--- config.mk ---
export PLATFORM = sky130hd
export DESIGN_NAME = dmem_arbiter
export DESIGN_NICKNAME = d
export VERILOG_FILES = /design/src/rtl/dmem_arb_pkg.sv /design/src/rtl/dmem_arb_prio.sv /design/src/rtl/dmem_arbiter.sv
export SDC_FILE = /design/constraint.sdc
export NUM_CORES = 1
export LEC_CHECK = 0
export CAP_MARGIN = 20
export CORE_AREA = 2 2 120 122
export DETAILED_ROUTE_END_ITERATION = 6
export DIE_AREA = 0 0 122 124
export GPL_TIMING_DRIVEN = 0
export MAX_ROUTING_LAYER = met4
export PLACE_DENSITY_LB_ADDON = 0.1
export SLEW_MARGIN = 20
export SYNTH_ARGS = -nofsm -noshare
export SYNTH_HDL_FRONTEND = slang
export SYNTH_SLANG_ARGS = --single-unit
--- constraint.sdc ---
create_clock -name clk -period 2.2 [get_ports clk]
set_input_delay 0.22 -clock clk [delete_from_list [all_inputs] [get_ports clk]]
set_output_delay 0.22 -clock clk [all_outputs]
set_load 0.005 [all_outputs]
--- src/rtl/dmem_arb_pkg.sv ---
// Shared definitions for the data-memory arbiter: response states, port indices
// and the starvation counter width.
package dmem_arb_pkg;

    typedef enum logic [1:0] {
        IDLE = 2'd0,
        RD0  = 2'd1,
        RD1  = 2'd2
    } rsp_state_e;

    localparam int P0       = 0;
    localparam int P1       = 1;
    localparam int NPORTS   = 2;
    localparam int STARVE_W = 4;

endpackage

--- src/rtl/dmem_arb_prio.sv ---
// Combinational grant decision: port 0 has fixed priority unless port 1 has been
// refused STARVE_LIMIT consecutive cycles, in which case port 1 is forced through.
module dmem_arb_prio
    import dmem_arb_pkg::*;
#(
    parameter int STARVE_LIMIT = 4
) (
    input  logic                en,
    input  logic                p0_req,
    input  logic                p1_req,
    input  logic [STARVE_W-1:0] starve_cnt,
    output logic [NPORTS-1:0]   grant
);

    localparam logic [STARVE_W-1:0] LIMIT = STARVE_W'(STARVE_LIMIT);

    always_comb begin
        grant = '0;
        if (en) begin
            if (p1_req && (!p0_req || starve_cnt == LIMIT)) begin
                grant[P1] = 1'b1;
            end else if (p0_req) begin
                grant[P0] = 1'b1;
            end
        end
    end

endmodule

--- src/rtl/dmem_arbiter.sv ---
// Shares one data memory between the pipeline MEM stage (port 0) and a loader/debug
// port (port 1), with starvation relief for port 1 and a 1-cycle read response path.
module dmem_arbiter
    import dmem_arb_pkg::*;
#(
    parameter int ADDR_W       = 32,
    parameter int DATA_W       = 32,
    parameter int STARVE_LIMIT = 4
) (
    input  logic              clk,
    input  logic              rst,

    input  logic              p0_req,
    input  logic              p0_we,
    input  logic [ADDR_W-1:0] p0_addr,
    input  logic [DATA_W-1:0] p0_wdata,
    input  logic [2:0]        p0_func3,
    output logic              p0_gnt,
    output logic              p0_stall,
    output logic              p0_rvalid,
    output logic [DATA_W-1:0] p0_rdata,

    input  logic              p1_req,
    input  logic              p1_we,
    input  logic [ADDR_W-1:0] p1_addr,
    input  logic [DATA_W-1:0] p1_wdata,
    input  logic [2:0]        p1_func3,
    output logic              p1_gnt,
    output logic              p1_rvalid,
    output logic [DATA_W-1:0] p1_rdata,

    output logic [ADDR_W-1:0] mem_addr,
    output logic [DATA_W-1:0] mem_wdata,
    output logic              mem_r_en,
    output logic              mem_w_en,
    output logic [1:0]        mem_byte_sel,
    input  logic [DATA_W-1:0] mem_rdata
);

    localparam logic [STARVE_W-1:0] LIMIT = STARVE_W'(STARVE_LIMIT);

    if (STARVE_LIMIT < 1 || STARVE_LIMIT > 15) begin : g_bad_limit
        $error("dmem_arbiter: STARVE_LIMIT must be in 1..15");
    end

    logic [NPORTS-1:0]   grant;
    logic [STARVE_W-1:0] starve_cnt_q, starve_cnt_d;
    rsp_state_e          rd_owner_q, rd_owner_d;

    // Grants are suppressed while reset is held so nothing reaches the memory.
    dmem_arb_prio #(
        .STARVE_LIMIT(STARVE_LIMIT)
    ) u_prio (
        .en        (~rst),
        .p0_req    (p0_req),
        .p1_req    (p1_req),
        .starve_cnt(starve_cnt_q),
        .grant     (grant)
    );

    assign p0_gnt   = grant[P0];
    assign p1_gnt   = grant[P1];
    assign p0_stall = p0_req & ~grant[P0] & ~rst;

    always_comb begin
        starve_cnt_d = starve_cnt_q;
        if (!p1_req || grant[P1]) begin
            starve_cnt_d = '0;
        end else if (starve_cnt_q != LIMIT) begin
            starve_cnt_d = starve_cnt_q + 1'b1;
        end
    end

    always_comb begin
        mem_addr     = '0;
        mem_wdata    = '0;
        mem_byte_sel = 2'b00;
        mem_r_en     = 1'b0;
        mem_w_en     = 1'b0;
        if (grant[P0]) begin
            mem_addr     = p0_addr;
            mem_wdata    = p0_wdata;
            mem_byte_sel = p0_func3[1:0];
            mem_r_en     = ~p0_we;
            mem_w_en     = p0_we;
        end else if (grant[P1]) begin
            mem_addr     = p1_addr;
            mem_wdata    = p1_wdata;
            mem_byte_sel = p1_func3[1:0];
            mem_r_en     = ~p1_we;
            mem_w_en     = p1_we;
        end
    end

    // The response state doubles as the read-data owner for the following cycle.
    always_comb begin
        rd_owner_d = IDLE;
        if (grant[P0] && !p0_we) begin
            rd_owner_d = RD0;
        end else if (grant[P1] && !p1_we) begin
            rd_owner_d = RD1;
        end
    end

    always_ff @(posedge clk or posedge rst) begin
        if (rst) begin
            rd_owner_q   <= IDLE;
            starve_cnt_q <= '0;
        end else begin
            rd_owner_q   <= rd_owner_d;
            starve_cnt_q <= starve_cnt_d;
        end
    end

    always_comb begin
        p0_rvalid = 1'b0;
        p1_rvalid = 1'b0;
        p0_rdata  = '0;
        p1_rdata  = '0;
        case (rd_owner_q)
            RD0: begin
                p0_rvalid = 1'b1;
                p0_rdata  = mem_rdata;
            end
            RD1: begin
                p1_rvalid = 1'b1;
                p1_rdata  = mem_rdata;
            end
            default: ;
        endcase
    end

endmodule

==> impl_metrics.yaml, run 1 <==
final_layout:
  fin_util_pct: 35.2
  instances_no_fill: 687
  syn2layout_area_growth_pct: 219
  fin_area_um2: 4840
  multi_input_area_um2: 1220
  drive_gt1_share_pct: 20.2
  seqCellArea_um2: 150
  nets: 682
  nFillCells: 1474
pwr:
  p_per_area_nw_per_um2: 241
  ir_drop_mv: 0.200
  leakagePower_nw: 2.11
clock_network:
  clock-sinks: 6
  root_buffer: "clkbuf_16"
  clkTransAtPathRegs_ns: 0.03
  cts_htree_levels: 1
  clk_latency_ns: 0.23
  cts_tree: "built"
  numCtsBuffers: 3
  clk_path_buf_depth: 2
global_route:
  grt_max_degree: 11
  grt_overflow: 0
  antenna_found_initial: 1
  grt_pass1_vias: 2813
  grt_pass1_wl_um: 15400
  track_usage_pct: 14.0
timing:
  drv_slew: 0
  rsz0062_at_grt: "true"
  worst-slew-pin-transition_ns: 0.316
  hold_slack_ns: -0.00951
  finalCritPeriodShare_pct: 99.5
  max_freq_ghz: 0.457
  finalSetupViolations: 0
  hold_viol_final: 6
  setup-tns-final_ns: 0
  fin_skew_ns: 0.00161
  slew_headroom_pct: 78.9
  period_needed_ns: 2.19
synth:
  yosysMostFrequentCell: "and2_1"
  synth_seq_area_share_pct: 9.92
  synthArstFlopShare_pct: 100
  yosysTopAreaCell: "a22o_1"
  synth_cell_types: 21
  synth_edf_count: 0
  netlist_instances: 187
  synth-seq-cells: 6
  yosys_warnings: 0
  syn-num-nets: 361
  synthTopCellsByArea: "a22o_1 (35%), and2_1 (27%), dfrtp_1 (9.9%), buf_6 (6.0%), a22o_2 (5.3%)"
  syn_area_per_cell_um2: 8.10
  synthTopCellsByCount: "and2_1 (66), a22o_1 (60), a22o_2 (8), buf_6 (8), buf_2 (7)"
  synth_top_area_share_pct: 34.7
  synthFlopType: "dfrtp_1"
  syn-cell-area_um2: 1510
floorplanning:
  die_w_um: 122
  start_util_pct: 11.0
  num_rows: 43
  die_h_um: 124
  dieArea_um2: 15100
  core_area_um2: 13700
  design.portCount: 309
status:
  violations: "hold timing"
  run_status: "complete, but fails checks"
placement:
  dpl_cell_area_um2: 4800
  place.gp.congestion: 0.791
  io_buffer_count: 306
  dp_cells: 673
  dp_hpwl_um: 9950
worst_setup_path:
  slowest_delay_ns: 0.38
  cp_max_fo: 10
  critical_path_required_ns: 1.98
  endpoint_kind: "output port"
  critPathArrivalTime_ns: 1.97
  crit_chain: "inv_2, ha_4, nand3b_4, o211a_1, buf_8, buf_6, a22o_1, dlygate4sd2_1"
  crit_buf_inv: 4
  critPathTopFamily: "buffers and inverters"
  criticalPathCategory: "reg2out"
  cp-start-kind: "flip-flop"
  cp_slowest_cell: "dfrtp_1"
drt:
  drt_wl_total_um: 11500
  vias: 2713
  avgRoutedWirePerCell_um: 16.7
  drtIter0Drc: 45
  via_per_inst: 3.95
  drc: 0
  drtPass1Iterations: 2
  ant_nets: 0
hold_path:
  hold_path.class: "in2async"
job:
  maxCapViolations: 0
[where the power goes]
group / internal [mW] / total, mW / switching (mW)
combinational: 0.517 / 0.752 / 0.235
sequential: 0.117 / 0.123 / 0.00588
clock: 0.233 / 0.291 / 0.0581
total: 0.868 / 1.17 / 0.299
[per-stage QoR]
stage | worst slack [ns] | power [mW]
floorplan | 0.410 | 0.328
global placement | -0.435 | 0.903
detailed placement | -0.428 | 0.903
CTS | -0.0235 | 1.19
global route | -0.0439 | 1.24
finish | 0.0121 | 1.17
[cell usage in the layout, fill, tap and decap left out, types with 2 or more instances in the layout]
cell type        instances
nor3_1                   4
inv_1                    2
buf_4                    8
mux2i_1                  2
dfrtp_1                  6
and2_1                  66
dlygate4sd2_1            8
clkdlybuf4s50_1        234
dlymetal6s2s_1           2
a22o_2                   8
nor2b_4                  2
xnor2_1                  2
inv_2                    3
clkdlybuf4s15_1         12
clkbuf_16                3
buf_2                    3
buf_8                    8
buf_12                   2
a22o_1                  60
buf_6                    7
clkbuf_2                53
[final cells by class]
cell class	instances	area share [%]
Timing Repair Buffer	316	60.1
Multi-Input combinational cell	154	25.3
Buffer	21	4.73
Tap cell	180	4.66
Sequential cell	6	3.10
Clock buffer	3	1.55
Inverter	6	0.517
Antenna cell	1	0.0517
[registers in the layout (all words and copies together) (netlist names)]
| signal | count |
|---|---|
| starve_cnt_q | 4 |
| rd_owner_q | 2 |
[logic make-up (layout without fill, tap and decap cells)]
| family | Yosys count | after routing | share of synthesized area (%) |
|---|---|---|---|
| adders and majority gates | 2 | 2 | 1.65 |
| xor gates and xnor gates | 2 | 2 | 1.16 |
| AOI/OAI and AO/OA | 73 | 73 | 43.4 |
| muxes | 2 | 2 | 1.32 |
| buffers and inverters | 27 | 346 | 11.2 |
| and+or+nand+nor | 75 | 75 | 31.3 |
| DFF | 6 | 6 | 9.92 |
| other | 0 | 1 | 0 |
[what timing repair did]
item	CTS	global route
hold buffers	0	0
resized for setup	114	115
cloned	0	0
pin swaps	1	3
endpoints found under the setup margin	131	77
hold endpoints to repair	0	0
setup buffers	6	4
[metal layers]
layer  global-route usage, %  share of wire [%]  vias to the layer above
met3                    6.46                 14                        4
met4                    2.37               0.48                        0
met5                       -                  0                        -
met2                    26.9                 53                      181
met1                    12.8                 32                     1193
li1                        -                  -                     1335
[final timing paths]
kind / start / endpoint / slack [ns] / depth (start not counted)
max in group asynchronous: rst / starve_cnt_q[3]$_DFFE_PP0P_ / 2.09 / 2
worst min register to register: starve_cnt_q[3]$_DFFE_PP0P_ / starve_cnt_q[3]$_DFFE_PP0P_ / 0.65 / 2
min in group clk: rst / rd_owner_q[1]$_DFF_PP0_ / 0.45 / 3
worst max register to register: starve_cnt_q[1]$_DFFE_PP0P_ / starve_cnt_q[3]$_DFFE_PP0P_ / 0.66 / 7
worst max-delay path: starve_cnt_q[1]$_DFFE_PP0P_ / mem_addr[25] / 0.01 / 8
worst min-delay path: rst / starve_cnt_q[2]$_DFFE_PP0P_ / -0.01 / 2
[worst reg2reg max path: stages, from the launching register on]
cell and delay (ns):
dfrtp_1 0.38, inv_2 0.08, ha_4 0.15, nand3b_4 0.10, buf_4 0.15, buf_4 0.15, a21oi_1 0.30, nor3_1 0.10
Power figures use the tool's default switching activity.
==> run 2, diff against run 1 <==
==> constraint.sdc (replaced) <==
create_clock -name clk -period 2.2 [get_ports clk]
set_input_delay 0.66 -clock clk [delete_from_list [all_inputs] [get_ports clk]]
set_output_delay 0.66 -clock clk [all_outputs]
set_load 0.005 [all_outputs]
==> impl_metrics.yaml, run 2 (synthesized netlist as in run 1, its figures left out) <==
worst_setup_path:
  crit_path_frequent_cell: "buf_12"
  rrSetupSlack_ns: 0.54
  crit_buf_inv: 7
  endpoint_kind: "output port"
  cp_slowest_cell: "dfrtp_1"
  criticalPathCategory: "reg2out"
  critical_path_required_ns: 1.54
  slowest_delay_ns: 0.39
  cp_max_fo: 8
  critPathArrivalTime_ns: 2.08
  cp-start-kind: "flip-flop"
  critPathTopFamily: "buffers and inverters"
  crit_chain: "inv_2, ha_4, nand3b_4, buf_6, a211oi_4, buf_12, buf_12, buf_12, buf_8, a22o_1, buf_2"
final_layout:
  syn2layout_area_growth_pct: 264
  nets: 734
  final_common_cell: "clkdlybuf4s50_1"
  largest_register_ffs: 4
  fin_util_pct: 40.2
  top_register: "starve_cnt_q"
  top_regs: "starve_cnt_q (4), rd_owner_q (2)"
  diodes: 0
  drive_gt1_share_pct: 38.4
  layout_common_cells: "clkdlybuf4s50_1 (161), and2_1 (61), a22o_1 (60)"
drt:
  drt_wl_total_um: 12500
  drtPass1Iterations: 4
  m1WireLength_um: 3800
  via_per_inst: 4.02
  drtIter0Drc: 51
  avgRoutedWirePerCell_um: 16.9
  highest_layer: "met4"
  wl_met3_um: 1490
  ant_nets: 0
  vias: 2969
  drc: 0
  wl_met2_um: 7120
floorplanning:
  num_rows: 43
  core_area_um2: 13700
  start_util_pct: 11.0
  die_w_um: 122
  dieArea_um2: 15100
  die_h_um: 124
  design.portCount: 309
placement:
  dp_hpwl_um: 9660
  io_buffer_count: 306
  place_ws_ns: -1.28
  place.gp.congestion: 0.762
clock_network:
  numCtsBuffers: 3
  root_buffer: "clkbuf_16"
  clk_latency_ns: 0.23
  cts_hold_buf: 0
  cts_htree_levels: 1
  clkTransAtPathRegs_ns: 0.03
  clk_path_buf_depth: 2
  clock-sinks: 6
  cts_tree: "built"
timing:
  hold_viol_final: 0
  fin_skew_ns: 0.000889
  hold_slack_ns: 0.550
  drv_slew: 0
  rsz0062_at_grt: "true"
  worst-slew-pin-transition_ns: 0.316
  slew_headroom_pct: 79.0
  fin_ws_ns: -0.536
  setup-tns-final_ns: -33.47
  period_needed_ns: 2.74
  max_freq_ghz: 0.366
  finalCritPeriodShare_pct: 124
  finalSetupViolations: 71
global_route:
  grt_max_degree: 11
  grt_pass1_vias: 3171
  grt_overflow: 0
  grt_pass1_wl_um: 17400
  track_usage_pct: 15.6
  antenna_found_initial: 0
pwr:
  intPower_uw: 982
  ir_drop_mv: 0.205
  p_sw_share_pct: 26.0
  power.share.clock_pct: 22.0
  p_per_area_nw_per_um2: 241
  seq_power_share_pct: 9.2
  p_total_mw: 1.33
  pwr-share-comb_pct: 68.8
  p_switching_uw: 344
  leakagePower_nw: 2.75
job:
  maxCapViolations: 0
status:
  violations: "setup timing"
  run_status: "complete, but fails checks"
hold_path:
  hold_path.class: "in2async"
## run 2: cell types whose count changed in the layout (fill, tap and decap cells not counted), sizes merged, moves of 4 or more
| cell | delta |
|---|---|
| buf | +122 |
| clkdlybuf4s50 | -73 |
| dlygate4sd2 | +25 |
| clkbuf | -17 |
| clkdlybuf4s15 | -4 |
## run 2: metal layers
metal  track usage [%]  vias to the layer above
li1                  -                     1440
met1              13.8                     1358
met2              31.5                      166
met3              6.00                        5
met4              2.37                        0
met5                 -                        -
## run 2: power groups by stage
stage | combinational [mW] | sequential [mW] | clock [mW]
after floorplan | 0.205 | 0.124 | 0
after global placement | 0.781 | 0.125 | 0
after detailed placement | 0.781 | 0.125 | 0
after CTS | 0.925 | 0.123 | 0.297
after global routing | 0.980 | 0.124 | 0.301
final | 0.912 | 0.123 | 0.291
## run 2: layout make-up
class	instances	area (um2)
multi-input cells	154	1290
repair buffers	372	3490
inverters	6	22.5
fillers	1431	8210
flip-flops and latches	6	150
clock buffers	3	75.1
well taps	180	225
plain buffers	17	255
## run 2: worst paths after layout
kind | from | endpoint | cells after the start
setup reg to reg | starve_cnt_q[0]$_DFFE_PP0P_ | rd_owner_q[0]$_DFF_PP0_ | 8
min in group clk | starve_cnt_q[3]$_DFFE_PP0P_ | starve_cnt_q[3]$_DFFE_PP0P_ | 2
setup / recovery | starve_cnt_q[0]$_DFFE_PP0P_ | mem_wdata[27] | 11
hold / removal | rst | starve_cnt_q[2]$_DFFE_PP0P_ | 3
hold reg to reg | starve_cnt_q[3]$_DFFE_PP0P_ | starve_cnt_q[3]$_DFFE_PP0P_ | 2
max in group asynchronous | rst | rd_owner_q[0]$_DFF_PP0_ | 3
## run 2: timing repair
action | 4_1_cts | 5_1_grt
setup buffers | 46 | 9
cloned | 16 | 0
pin swaps | 39 | 14
setup endpoints to repair | 137 | 120
resized for setup | 484 | 80
## run 2: metrics by stage
stage	instances	instance area, um2
2_1_floorplan	187	1520
3_3_place_gp	673	4800
3_5_place_dp	673	4800
4_1_cts	737	5630
5_1_grt	738	5510
6_report	738	5510
## run 2: tightest hold or removal path, stage by stage
cell and delay, ns:
clkdlybuf4s15_2 0.23, inv_2 0.07, buf_4 0.14
